`config.mk`:
```
export PLATFORM = sky130hd
export DESIGN_NAME = equiv_run_ctrl
export DESIGN_NICKNAME = d
export VERILOG_FILES = /design/src/rtl/equiv_run_ctrl.sv
export SDC_FILE = /design/constraint.sdc
export NUM_CORES = 1
export LEC_CHECK = 0
export BUFFER_PORTS_ARGS = -buffer_cell sky130_fd_sc_hd__buf_4
export CAP_MARGIN = 10
export CORE_MARGIN = 2
export CORE_UTILIZATION = 23
export CTS_CLUSTER_SIZE = 16
export DETAILED_ROUTE_END_ITERATION = 12
export PLACE_DENSITY = 0.49
export SYNTH_ARGS = -nofsm -noshare
export SYNTH_HDL_FRONTEND = slang
export SYNTH_SLANG_ARGS = --single-unit
```
`constraint.sdc`:
```
create_clock -name clk -period 5 [get_ports clk]
set_input_delay 1 -clock clk [delete_from_list [all_inputs] [get_ports clk]]
set_output_delay 1 -clock clk [all_outputs]
set_load 0.05 [all_outputs]
```
`src/rtl/equiv_run_ctrl.sv`:
```
// equiv_run_ctrl
//   Runs one equivalence pass over the two DUT copies of the harness. A seeded
//   Galois LFSR produces the stimulus, which is driven to both copies. y_1 and
//   y_2 are compared LAT cycles later. The block counts mismatches, captures
//   the first failing vector and reports pass/fail when the run ends.
//
// Ports
//   clk, rst_n        clock (rising edge), asynchronous active-low reset
//   start, abort      run request (IDLE only) / stop issuing vectors
//   num_vectors, seed run length and LFSR seed, both sampled on an accepted start
//   stim, stim_valid  registered stimulus to both DUT copies
//   y_1, y_2          outputs of the two DUT copies
//   busy, done, pass  run status; done is a one-cycle pulse, pass is held
//   mismatch_cnt      saturating count of compare failures
//   first_fail_*      index, y_1 and y_2 of the first failing vector
module equiv_run_ctrl #(
  parameter int STIM_W = 72,
  parameter int Y_W    = 91,
  parameter int LAT    = 2,
  parameter int CNT_W  = 32
) (
  input  logic              clk,
  input  logic              rst_n,
  input  logic              start,
  input  logic              abort,
  input  logic [CNT_W-1:0]  num_vectors,
  input  logic [31:0]       seed,
  output logic [STIM_W-1:0] stim,
  output logic              stim_valid,
  input  logic [Y_W-1:0]    y_1,
  input  logic [Y_W-1:0]    y_2,
  output logic              busy,
  output logic              done,
  output logic              pass,
  output logic [CNT_W-1:0]  mismatch_cnt,
  output logic [CNT_W-1:0]  first_fail_idx,
  output logic [Y_W-1:0]    first_fail_y1,
  output logic [Y_W-1:0]    first_fail_y2
);

  typedef enum logic [2:0] {
    IDLE  = 3'd0,
    SEED  = 3'd1,
    RUN   = 3'd2,
    DRAIN = 3'd3,
    DONE  = 3'd4
  } state_t;

  localparam logic [CNT_W-1:0] CNT_ONE    = CNT_W'(1);
  localparam logic [3:0]       DRAIN_LAST = 4'(LAT - 1);
  localparam logic [31:0]      LFSR_TAPS  = 32'h8020_0003;

  state_t             state;
  logic [CNT_W-1:0]   nv_q;
  logic [31:0]        seed_q;
  logic [31:0]        lfsr;
  logic [31:0]        lfsr_next;
  logic [CNT_W-1:0]   idx;
  logic [CNT_W-1:0]   idx_next;
  logic [CNT_W-1:0]   stim_idx;
  logic [3:0]         drain_cnt;
  logic [STIM_W-1:0]  stim_next;
  logic [LAT-1:0]     vpipe;
  logic [CNT_W-1:0]   ipipe [LAT];
  logic               fail;

  assign lfsr_next = lfsr[0] ? ((lfsr >> 1) ^ LFSR_TAPS) : (lfsr >> 1);
  assign idx_next  = idx + CNT_ONE;
  // Low STIM_W bits of {lfsr, lfsr[15:0], lfsr[31:16], ~lfsr}.
  assign stim_next = STIM_W'({lfsr, lfsr[15:0], lfsr[31:16], ~lfsr});
  assign fail      = vpipe[LAT-1] && (y_1 != y_2);
  assign busy      = (state == SEED) || (state == RUN) || (state == DRAIN);

  // Sequencer and stimulus generation.
  always_ff @(posedge clk or negedge rst_n) begin
    if (!rst_n) begin
      state      <= IDLE;
      nv_q       <= '0;
      seed_q     <= '0;
      lfsr       <= 32'h1;
      idx        <= '0;
      stim_idx   <= '0;
      drain_cnt  <= '0;
      stim       <= '0;
      stim_valid <= 1'b0;
      done       <= 1'b0;
    end else begin
      done       <= 1'b0;
      stim_valid <= 1'b0;
      case (state)
        IDLE: begin
          if (start) begin
            nv_q   <= num_vectors;
            seed_q <= seed;
            idx    <= '0;
            state  <= SEED;
          end
        end
        SEED: begin
          lfsr      <= (seed_q == '0) ? 32'h1 : seed_q;
          drain_cnt <= '0;
          state     <= (nv_q == '0) ? DRAIN : RUN;
        end
        RUN: begin
          stim       <= stim_next;
          stim_valid <= 1'b1;
          stim_idx   <= idx;
          idx        <= idx_next;
          lfsr       <= lfsr_next;
          // The vector issued in this cycle still counts when abort is seen.
          if ((idx_next == nv_q) || abort) begin
            state <= DRAIN;
          end
        end
        DRAIN: begin
          if (drain_cnt == DRAIN_LAST) begin
            state <= DONE;
          end else begin
            drain_cnt <= drain_cnt + 4'd1;
          end
        end
        DONE: begin
          done  <= 1'b1;
          state <= IDLE;
        end
        default: state <= IDLE;
      endcase
    end
  end

  // Valid/index pipeline aligned with the DUT output latency.
  always_ff @(posedge clk or negedge rst_n) begin
    if (!rst_n) begin
      vpipe <= '0;
      for (int unsigned i = 0; i < LAT; i++) begin
        ipipe[i] <= '0;
      end
    end else begin
      vpipe[0] <= stim_valid;
      ipipe[0] <= stim_idx;
      for (int unsigned i = 1; i < LAT; i++) begin
        vpipe[i] <= vpipe[i-1];
        ipipe[i] <= ipipe[i-1];
      end
    end
  end

  // Compare bookkeeping and result.
  always_ff @(posedge clk or negedge rst_n) begin
    if (!rst_n) begin
      mismatch_cnt   <= '0;
      first_fail_idx <= '0;
      first_fail_y1  <= '0;
      first_fail_y2  <= '0;
      pass           <= 1'b0;
    end else if ((state == IDLE) && start) begin
      mismatch_cnt   <= '0;
      first_fail_idx <= '0;
      first_fail_y1  <= '0;
      first_fail_y2  <= '0;
      pass           <= 1'b0;
    end else begin
      if (fail) begin
        if (mismatch_cnt != '1) begin
          mismatch_cnt <= mismatch_cnt + CNT_ONE;
        end
        if (mismatch_cnt == '0) begin
          first_fail_idx <= ipipe[LAT-1];
          first_fail_y1  <= y_1;
          first_fail_y2  <= y_2;
        end
      end
      // The last compare lands in the DONE cycle, so fold it in here.
      if (state == DONE) begin
        pass <= (mismatch_cnt == '0) && !fail;
      end
    end
  end

endmodule
```
After elaboration in Yosys (flattened, before gate mapping)
Cells that the tools add are included.
{"block": "classes", "add_sub_neg": 3, "n_eq_ne": 12, "mux": 28, "bitwise": 2, "reduce_logical": 24}
{"cell": "two-way mux 91 bit", "n": 6}
{"cell": "two-way mux 32 bit", "n": 9}
{"cell": "one-hot mux 32 bit (2 select lines)", "n": 2}
{"cell": "logical NOT 32 bit", "n": 3}
{"cell": "inequality test 91 bit", "n": 1}
{"cell": "adder 32 x 1 -> 32 bit, second input constant", "n": 2}
{"cell": "== test 32 bit", "n": 1}
{"cell": "inequality test 32 bit, second input constant", "n": 1}
{"cell": "inverter 32 bit", "n": 1}
{"cell": "nonzero test 2 bit", "n": 7}
{"cell": "one-hot mux 3 bit (4 select lines)", "n": 1}
{"cell": "AND reduction 2 bit", "n": 5}
{"cell": "two-way mux 3 bit", "n": 3}
{"cell": "one-hot mux 4 bit (2 select lines)", "n": 1}
{"cell": "== test 3 x 2 -> 1 bit, second input constant", "n": 2}
{"cell": "two-way mux 1 bit", "n": 5}
{"cell": "adder 4 x 1 -> 4 bit, second input constant", "n": 1}
{"cell": "== test 4 x 1 -> 1 bit, second input constant", "n": 1}
{"cell": "two-way mux 4 bit", "n": 1}
{"cell": "inequality test 2 x 1 -> 1 bit, second input constant", "n": 2}
{"cell": "inequality test 2 bit, second input constant", "n": 2}
{"cell": "inverter 3 -> 4 bit", "n": 1}
{"cell": "== test 3 x 1 -> 1 bit, second input constant", "n": 1}
{"cell": "== test 3 bit, second input constant", "n": 1}
{"cell": "5 further kinds", "n": 9}
{"block": "word_totals", "register_bits": 554, "in_bits": 250, "output_inout_bits": 322, "word_cells": 87}

Longest topological paths before layout
Gate-level depths: netlist of the first run.
{"block": "depth", "ltp_word": 6, "mapped_depth": 11, "depth_no_buf": 9}

Least setup slack after synthesis of the first run
OpenSTA, ideal clock, no wires.
{"block": "synth_path", "path_kind": "input -> register", "start": "input y_1[64]", "end": "register first_fail_idx[0]", "setup_ns": 0.067, "t_arrival_ns": 2.879, "required_time_ns": 4.933, "slack_ns": 2.054, "cell_stages": 9, "path_buffers": 2, "cell_sequence": "xnor2_1 > nand4_1 > nor4_1 > nand4_1 > o21a_1 > a21oi_1 > clkbuf_1 > buf_1 > a22o_1"}
{"block": "synth_between", "elab_chain_len": 4}
{"item": "start, declared", "line": "30", "text": "input logic [Y_W-1:0] y_1,"}
{"item": "inequality test 91 bit", "line": "71", "text": "assign fail = vpipe[LAT-1] && (y_1 != y_2);"}
{"item": "logical AND 1 bit", "line": "71"}
{"item": "nonzero test 2 bit (no line)"}
{"item": "AND reduction 2 bit (no line)"}
{"item": "end signal, assigned", "line": "168", "text": "first_fail_idx <= ipipe[LAT-1];"}
{"item": "end, declared", "line": "36", "text": "output logic [CNT_W-1:0] first_fail_idx,"}
No other way between the ends.
A chain may end at the register's enable or synchronous reset.

Final worst setup path of the first run
{"block": "layout_path", "start": "register mismatch_cnt[0]", "end": "register first_fail_y2[9]"}
{"block": "layout_between", "elab_chain_len": 3}
{"item": "start, declared", "line": "35", "text": "output logic [CNT_W-1:0] mismatch_cnt,"}
{"item": "start signal, assigned", "line": "165", "text": "mismatch_cnt <= mismatch_cnt + CNT_ONE;"}
{"item": "logical NOT 32 bit", "line": "167", "text": "if (mismatch_cnt == '0) begin"}
{"item": "nonzero test 2 bit (no line)"}
{"item": "AND reduction 2 bit (no line)"}
{"item": "end signal, assigned", "line": "170", "text": "first_fail_y2 <= y_2;"}
{"item": "end, declared", "line": "38", "text": "output logic [Y_W-1:0] first_fail_y2"}
No other way between the ends.

==> flow_summary_export.csv, run 1 <==
group,metric,value,unit
routing,dr.first_iter.drc_count,1362,
outcome,outcome,"finished, final reports clean",
setup_path,start_kind,"register",
sta,setup_viol,0,
logic_synthesis,syn_nets,2384,
logic_synthesis,yosys_warnings,0,
grt,grt-ovfl-total,0,
setup_path,r2r-end,"first_fail_y2[9]$_DFFE_PN0P_",
routing,wire_per_inst,22.2,um
sta,fin_skew,0.0205,ns
sta,tns,0,ns
clock_network,cts_root_buffer,"clkbuf_16",
placed_design,place_inst,3863,
finish,num-fill-cells,10200,
power,leakage,14.9,nW
logic_synthesis,synth_edf_count,0,
setup_path,arrival,4.06,ns
placed_design,port_buffers,571,
grt,grt_pass1_vias,18400,
logic_synthesis,syn_area_per_cell,10.6,um2
logic_synthesis,synthArstFlopShare,100,%
routing,route.detailed.drc,0,
routing,finalWirelength,88800,um
logic_synthesis,ys_seq_elements,546,
setup_path,cpPeakStageDelay,0.77,ns
grt,grt_max_degree,114,
finish,multi_input_area,8330,um2
sta,hold_viol_final,0,
finish,layout.cells.non_filler,3993,
finish,utilization,31.3,%
floorplan,start_util,23.1,%
power,ir_drop,427,uV
clock_network,postCtsHoldBufs,0,
clock_network,tritoncts,"yes",
clock_network,numCtsBuffers,67,
clock_network,cts_setup_buffers,0,
hold_path,hold_path.startpoint,"ipipe[36]$_DFF_PN0_",
sta,final_max_slew_viol_count,0,
floorplan,die_width,318,um
setup_path,criticalPathCategory,"reg2reg",
finish,nets,2900,
floorplan,rows,115,
setup_path,crit_path_end_kind,"register",
grt,track_usage,17.2,%
logic_synthesis,ys_types,64,
routing,viasPerCell,4.57,
run,drv_cap,0,
power,p_per_area,678,nW/um2
hold_path,holdPathStages,0,
floorplan,dieArea,101000,um2
clock_network,post_cts_resized,0,
sta,fin_ws,1.49,ns
routing,firstDrtPassIters,5,
setup_path,cp.required,5.55,ns
logic_synthesis,synth_cells,2129,
setup_path,r2r-start,"mismatch_cnt[0]$_DFFE_PN0P_",
logic_synthesis,ys_top_cells_by_count,"545 x dfrtp_1, 537 x nand2_1, 216 x a22o_1",
sta,holdWs,0.346,ns
floorplan,die_y,318,um
logic_synthesis,synth.top_cell.area_share,60.2,%
setup_path,cpMaxStageDelayCell,"and3_4",
setup_path,r2r_slack,1.49,ns
setup_path,cp_max_fo,113,
finish,drive_above_1_share,27.2,%
logic_synthesis,synth.most_common_cell,"dfrtp_1",
grt,grt_pass1_wl,130000,um
clock_network,path_clk_slew,0.06,ns
sta,grt_setup_unrepaired,"no",
finish,area_growth,35.2,%
grt,antenna_found_initial,18,
clock_network,cts.sinks,546,
sta,tightest_slew,1.12,ns
logic_synthesis,synth_ff_type,"dfrtp_1",
hold_path,hold_class,"reg2reg",
routing,vias,18200,
sta,fmax,0.285,GHz
sta,slew-limit-headroom,25.2,%
setup_path,crit_chain,"inv_1 -> ha_1 -> nor4b_1 -> nand4_1 -> nor2_1 -> and3_4 -> buf_12 -> a22o_1",
setup_path,cpLargestDelayFamily,"simple AND/OR/NAND/NOR gates",
logic_synthesis,synth_top_cell_by_area,"dfrtp_1",
logic_synthesis,synth_area_leaders,"dfrtp_1 60%, nand2_1 8.9%, a22o_1 8.3%, xnor2_1 4.6%, clkbuf_1 1.9%",
clock_network,htreeDepth,3,
sta,period_share,70.2,%
setup_path,r2r_cells,8,
floorplan,io_pins,572,
placed_design,place_congestion,0.925,
hold_path,worstHoldEndpoint,"ipipe[4]$_DFF_PN0_",
finish,regArea,13700,um2
setup_path,critPathBufInv,2,
clock_network,clockBufferDepth,3,
routing,ant_nets,0,
clock_network,clk_latency,0.63,ns
sta,fin_crit,3.51,ns
placed_design,dp_hpwl,65700,um
logic_synthesis,seq_area_frac_synth,60.3,%
logic_synthesis,syn-cell-area,22700,um2
placed_design,post-place-ws,0.993,ns
floorplan,core_area,98000,um2
## worst reg2reg max path, cell delays in order (launching register included)
cell and delay (ns):
dfrtp_1 0.46, inv_1 0.10, ha_1 0.14, nor4b_1 0.35
nand4_1 0.25, nor2_1 0.53, and3_4 0.78, buf_12 0.54
a22o_1 0.28
## through the flow
stage	area, um2	power, mW
6_report	30600	20.8
2_1_floorplan	22700	12.5
3_5_place_dp	28300	15.8
3_3_place_gp	28300	15.8
4_1_cts	30600	21.0
5_1_grt	30600	21.9
## where the power goes
part	total (mW)	leakage (nW)	switching (mW)	internal, mW
logic	8.88	6.56	6.17	2.71
clock network	5.07	1.12	2.04	3.03
registers	6.82	7.27	1.09	5.73
## worst max-delay path by stage
stage          cells past startpoint                        start  slack, ns                              to
3_5_place_dp                       9                      y_1[67]       0.99  first_fail_idx[30]$_DFFE_PN0P_
6_report                           8  mismatch_cnt[0]$_DFFE_PN0P_       1.49    first_fail_y2[9]$_DFFE_PN0P_
5_1_grt                            9           idx[0]$_DFFE_PN0P_       1.19            state[0]$_DFFE_PN0P_
3_3_place_gp                      11                      y_2[67]       0.99    mismatch_cnt[26]$_DFFE_PN0P_
2_1_floorplan                      9                      y_1[64]       2.05   first_fail_idx[0]$_DFFE_PN0P_
4_1_cts                            8  mismatch_cnt[0]$_DFFE_PN0P_       1.38    first_fail_y2[9]$_DFFE_PN0P_
## kinds of logic after synthesis
| group | synth area share [%] |
|---|---|
| AND/OR/NAND/NOR | 16.6 |
| flip-flops | 60.3 |
| AO/OA/AOI/OAI | 13.6 |
| buffers and inverters | 3.16 |
| XOR/XNOR | 5.45 |
| multiplexers | 0.580 |
| adder cells (fa/ha/maj) | 0.320 |
## routing by layer
metal | part of all wire, % | track usage [%] | vias to the layer above | wire [um]
met5 | 0.093 | 0 | - | 83
li1 | - | - | 8465 | -
met3 | 7.5 | 5.45 | 146 | 6640
met2 | 49 | 28.9 | 636 | 43600
met4 | 3.8 | 7.33 | 12 | 3400
met1 | 40 | 20.2 | 8972 | 35100
## sequential cells by signal, summed over array words and instances, names as in the netlist, 2 cells and up
name,flops
state,3
first_fail_y2,91
seed_q,32
vpipe,2
mismatch_cnt,32
first_fail_idx,32
first_fail_y1,91
lfsr,32
drain_cnt,4
nv_q,32
stim_idx,32
stim,64
ipipe,64
idx,32
## placed cells by master (no fill, tap or decap), drive strengths merged, types with 4 or more instances in the layout
cell type  instances
mux2i             12
nor4              38
nand3             58
clkbuf            98
nand2            537
and4               9
or3               12
buf              599
nor3              11
a211oi             4
ha                 5
a21oi             38
or2                8
and3              15
a31o               8
xnor2            119
clkinv            10
o31ai             15
inv               23
a21o               7
nor2              63
nand4             49
diode             11
a22oi             13
nand2b             4
xor2              22
o21ai             94
bufinv             6
or4                7
and2               8
dfrtp            545
nor3b              5
a22o             216
## layout make-up
cell class                      instances  area share (%)
Sequential cell                       546            44.6
Multi-Input combinational cell       1412            27.2
Timing Repair Buffer                  599            15.2
Antenna cell                           11          0.0898
Inverter                               19           0.237
Clock inverter                         21            1.11
Clock buffer                           98            6.34
Tap cell                             1287            5.26
Note: power is estimated with default switching activity, not from simulation.
==> run 2, diff against run 1 <==
PLACE_DENSITY = 0.5   (was 0.49)
clock period = 3.02 ns   (was 5 ns; I/O delays follow)
==> flow_summary_export.csv, run 2 (synthesized netlist as in run 1, its figures left out) <==
group,metric,value,unit
sta,fmax,0.342,GHz
clock_network,clk_latency,0.65,ns
grt,grt_pass1_vias,18700,
routing,wire_per_inst,21.8,um
sta,final_max_slew_viol_count,0,
grt,grt_max_degree,174,
finish,mostFrequentLayoutCells,"668 x buf_4, 545 x dfrtp_1, 536 x nand2_1, 216 x a22o_1, 118 x xnor2_1",
finish,final_common_cell,"buf_4",
sta,fin_skew,0.0348,ns
setup_path,arrival,3.50,ns
hold_path,hold_class,"in2reg",
finish,drive_above_1_share,30.0,%
finish,utilization,32.2,%
clock_network,clockBufferDepth,3,
clock_network,cts.sinks,546,
grt,grt-ovfl-total,0,
routing,ant_nets,0,
setup_path,cp.required,3.59,ns
power,finalPower,34.6,mW
setup_path,crit_path_end_kind,"register",
grt,track_usage,17.3,%
floorplan,core_area,98000,um2
placed_design,dp_hpwl,67100,um
finish,area_growth,39.1,%
finish,nets,2997,
clock_network,htreeDepth,3,
routing,dr.first_iter.drc_count,1226,
setup_path,r2r_cells,10,
sta,hold_viol_final,0,
routing,viasPerCell,4.54,
setup_path,cp_max_fo,18,
floorplan,die_y,318,um
floorplan,io_pins,572,
clock_network,cts_root_buffer,"clkbuf_16",
hold_path,holdPathStages,3,
finish,reg_top3,"first_fail_y1 x91, first_fail_y2 x91",
placed_design,post-place-ws,-0.953,ns
setup_path,crit_chain,"buf_4 -> xnor2_1 -> nand4_1 -> nor4_1 -> nand2_1 -> o21ai_2 -> buf_4 -> o21ai_2 -> buf_12 -> a211oi_1 -> a31o_1",
power,ir_drop,706,uV
floorplan,start_util,23.1,%
floorplan,die_width,318,um
routing,finalWirelength,88900,um
routing,vias,18500,
sta,slew-limit-headroom,45.3,%
grt,antenna_found_initial,17,
outcome,outcome,"finished, final reports clean",
routing,route.detailed.drc,0,
sta,setup_viol,0,
setup_path,criticalPathCategory,"in2reg",
sta,period_share,96.7,%
setup_path,cpMaxStageDelayCell,"nor4_1",
sta,holdWs,0.152,ns
sta,tightest_slew,0.819,ns
grt,grt_pass1_wl,131000,um
sta,fin_crit,2.92,ns
setup_path,cpPeakStageDelay,0.57,ns
power,p_per_area,1100,nW/um2
clock_network,tritoncts,"yes",
setup_path,start_kind,"primary input",
clock_network,path_clk_slew,0.07,ns
run,drv_cap,0,
clock_network,numCtsBuffers,67,
routing,firstDrtPassIters,5,
placed_design,place_congestion,0.880,
floorplan,dieArea,101000,um2
finish,num-fill-cells,10200,
sta,fin_ws,0.0983,ns
sta,tns,0,ns
floorplan,rows,115,
placed_design,port_buffers,571,
clock_network,cts_setup_buffers,0,
power,leakage,15.5,nW
sta,grt_setup_unrepaired,"yes",
## run 2: metal layers
metal / track usage [%] / routed length, um
met3: 5.35 / 6440
met2: 29.8 / 45000
met5: 0 / 94
met1: 20.5 / 35500
met4: 5.59 / 1890
## run 2: per-stage QoR
step	cell area, um2	instances
after floorplan	22700	2129
after global placement	29200	3959
after detailed placement	29200	3959
after CTS	31500	4077
after global routing	31500	4084
final	31500	4084
## run 2: critical path, delay by kind of cell
kind / cells / cell delay (ns)
compound gates: 4 / 0.80
simple gates: 3 / 1.18
buf+inv: 3 / 0.51
xor+xnor: 1 / 0.37
## run 2: layout make-up
class                   instances  area [um2]  area share [%]
multi-input cells            1412        8370            26.5
clock inverters                22         299           0.949
diodes                          7        17.5          0.0556
flip-flops and latches        546       13700            43.3
inverters                      19        72.6           0.230
repair buffers                696        5560            17.6
clock buffers                  95        1930            6.13
well taps                    1287        1610            5.11
## run 2: power by group
part / switching [mW] / total [mW] / internal, mW
registers: 1.76 / 11.2 / 9.49
clock network: 3.40 / 8.25 / 4.85
logic: 10.3 / 15.1 / 4.88
## run 2: what timing repair did
action	4_1_cts	5_1_grt
pin swaps	0	0
resized for setup	2	7
setup endpoints to repair	32	4
endpoints found under the hold margin	23	0
hold buffers	1	0
## run 2: path summary, 6_finish.rpt
check | from | endpoint | slack (ns)
max | y_1[27] | mismatch_cnt[23]$_DFFE_PN0P_ | 0.1
min | num_vectors[20] | nv_q[20]$_DFFE_PN0P_ | 0.15
max reg2reg | idx[0]$_DFFE_PN0P_ | state[0]$_DFFE_PN0P_ | 0.15
min reg2reg | ipipe[60]$_DFF_PN0_ | ipipe[28]$_DFF_PN0_ | 0.33
max in group asynchronous | rst_n | lfsr[29]$_DFFE_PN0P_ | 1.50
min in group asynchronous | rst_n | first_fail_y2[2]$_DFFE_PN0P_ | 0.57
==> run 3, diff against run 2 <==
CAP_MARGIN = unset   (was 10)
PLACE_DENSITY = 0.53   (was 0.5)
SETUP_SLACK_MARGIN = 0.02   (was unset)
==> flow_summary_export.csv, run 3 (synthesized netlist as in run 1, its figures left out) <==
group,metric,value,unit
placed_design,place_congestion,0.905,
sta,period_share,93.9,%
routing,ant_nets,0,
routing,vias,18500,
power,ir_drop,982,uV
sta,final_max_slew_viol_count,0,
setup_path,cp_max_fo,7,
finish,finalInstanceArea,31500,um2
power,finalPower,34.3,mW
placed_design,port_buffers,571,
setup_path,setup.worst_path.start,"idx[0]$_DFFE_PN0P_",
grt,grt_max_degree,174,
sta,fmax,0.353,GHz
routing,wire_per_inst,21.7,um
floorplan,core_area,98000,um2
routing,dr.first_iter.drc_count,1365,
grt,grt-ovfl-total,0,
sta,holdWs,0.175,ns
clock_network,clk_latency,0.62,ns
sta,fin_skew,0.0188,ns
clock_network,path_clk_slew,0.06,ns
finish,reg_top3,"first_fail_y1 x91, first_fail_y2 x91",
grt,grt_pass1_wl,130000,um
sta,fin_ws,0.184,ns
floorplan,die_width,318,um
hold_path,hold_class,"in2reg",
setup_path,crit_path_end_kind,"register",
setup_path,cp.required,3.53,ns
finish,final_common_cell,"buf_4",
floorplan,io_pins,572,
power,p_per_area,1090,nW/um2
sta,hold_viol_final,0,
run,drv_cap,0,
floorplan,die_y,318,um
clock_network,clockBufferDepth,3,
finish,mostFrequentLayoutCells,"676 x buf_4, 545 x dfrtp_1, 536 x nand2_1, 216 x a22o_1, 119 x xnor2_1",
routing,viasPerCell,4.53,
finish,drive_above_1_share,30.4,%
setup_path,arrival,3.35,ns
finish,area_growth,39.0,%
sta,grt_setup_unrepaired,"no",
placed_design,dpl_cell_area,29200,um2
sta,fin_crit,2.84,ns
floorplan,start_util,23.1,%
floorplan,dieArea,101000,um2
setup_path,start_kind,"register",
clock_network,htreeDepth,3,
grt,antenna_found_initial,16,
routing,finalWirelength,88600,um
clock_network,tritoncts,"yes",
routing,firstDrtPassIters,5,
setup_path,r2r-start,"idx[0]$_DFFE_PN0P_",
grt,grt_pass1_vias,18500,
outcome,outcome,"finished, final reports clean",
clock_network,cts_root_buffer,"clkbuf_16",
power,leakage,15.5,nW
clock_network,numCtsBuffers,66,
floorplan,rows,115,
clock_network,cts.sinks,546,
routing,route.detailed.drc,0,
finish,nets,3002,
setup_path,criticalPathCategory,"reg2reg",
sta,tightest_slew,0.842,ns
sta,setup_viol,0,
grt,track_usage,17.1,%
sta,slew-limit-headroom,43.9,%
placed_design,post-place-ws,-1.11,ns
placed_design,dp_hpwl,67600,um
hold_path,hold_path.startpoint,"seed[26]",
==> run 3: repair_timing <==
action | in CTS | in global routing
resized for setup | 3 | 15
endpoints found under the setup margin | 33 | 1
pin swaps | 0 | 7
setup buffers | 0 | 3
hold buffers | 1 | 0
hold endpoints to repair | 2 | 0
==> run 3: where the power goes <==
| group | switching, mW | leakage, nW | internal [mW] |
|---|---|---|---|
| Sequential | 1.77 | 7.27 | 9.49 |
| Clock | 3.32 | 1.05 | 4.61 |
| Combinational | 10.3 | 7.14 | 4.86 |
| Total | 15.4 | 15.5 | 19.0 |
==> run 3: per-stage QoR <==
| step | setup TNS [ns] | cells | utilization, % |
|---|---|---|---|
| 2_1_floorplan | 0 | 2129 | - |
| 3_3_place_gp | -139.22 | 3962 | 29.8 |
| 3_5_place_dp | -125.42 | 3962 | 29.8 |
| 4_1_cts | 0 | 4078 | 32.0 |
| 5_1_grt | 0 | 4089 | 32.1 |
| 6_report | 0 | 4092 | 32.1 |
==> run 3: path summary, 6_finish.rpt <==
path	cells after the start	slack, ns	end
setup / recovery	9	0.18	state[0]$_DFFE_PN0P_
setup reg to reg	9	0.18	state[0]$_DFFE_PN0P_
min in group asynchronous	2	0.57	first_fail_y2[64]$_DFFE_PN0P_
max in group asynchronous	3	1.43	seed_q[12]$_DFFE_PN0P_
hold reg to reg	0	0.34	ipipe[26]$_DFF_PN0_
hold / removal	3	0.18	seed_q[26]$_DFFE_PN0P_
==> run 3: critical path: stages (launching register included) <==
cell and delay, ns:
dfrtp_1 0.40, buf_4 0.18, nand3_1 0.20, or4_1 0.60
nor3b_1 0.38, nand2_1 0.16, o22ai_1 0.20, a21oi_1 0.11
nand4b_1 0.22, o31ai_2 0.28
==> run 3: layer usage <==
layer / vias to the layer above / share of wire [%] / track usage (%)
met5: - / 0.10 / 0
met4: 12 / 2.7 / 5.78
met3: 119 / 7.1 / 4.87
met2: 639 / 51 / 29.6
met1: 9081 / 40 / 20.3
li1: 8697 / - / -
==> run 3: area by class of cell <==
class	instances	area, um2
inverter	19	72.6
clock buffer	90	1890
clock inverter	25	255
antenna	11	27.5
sequential	546	13700
tap	1287	1610
timing repair buffer	702	5570
multi-input combinational	1412	8410
fill	10000	66500
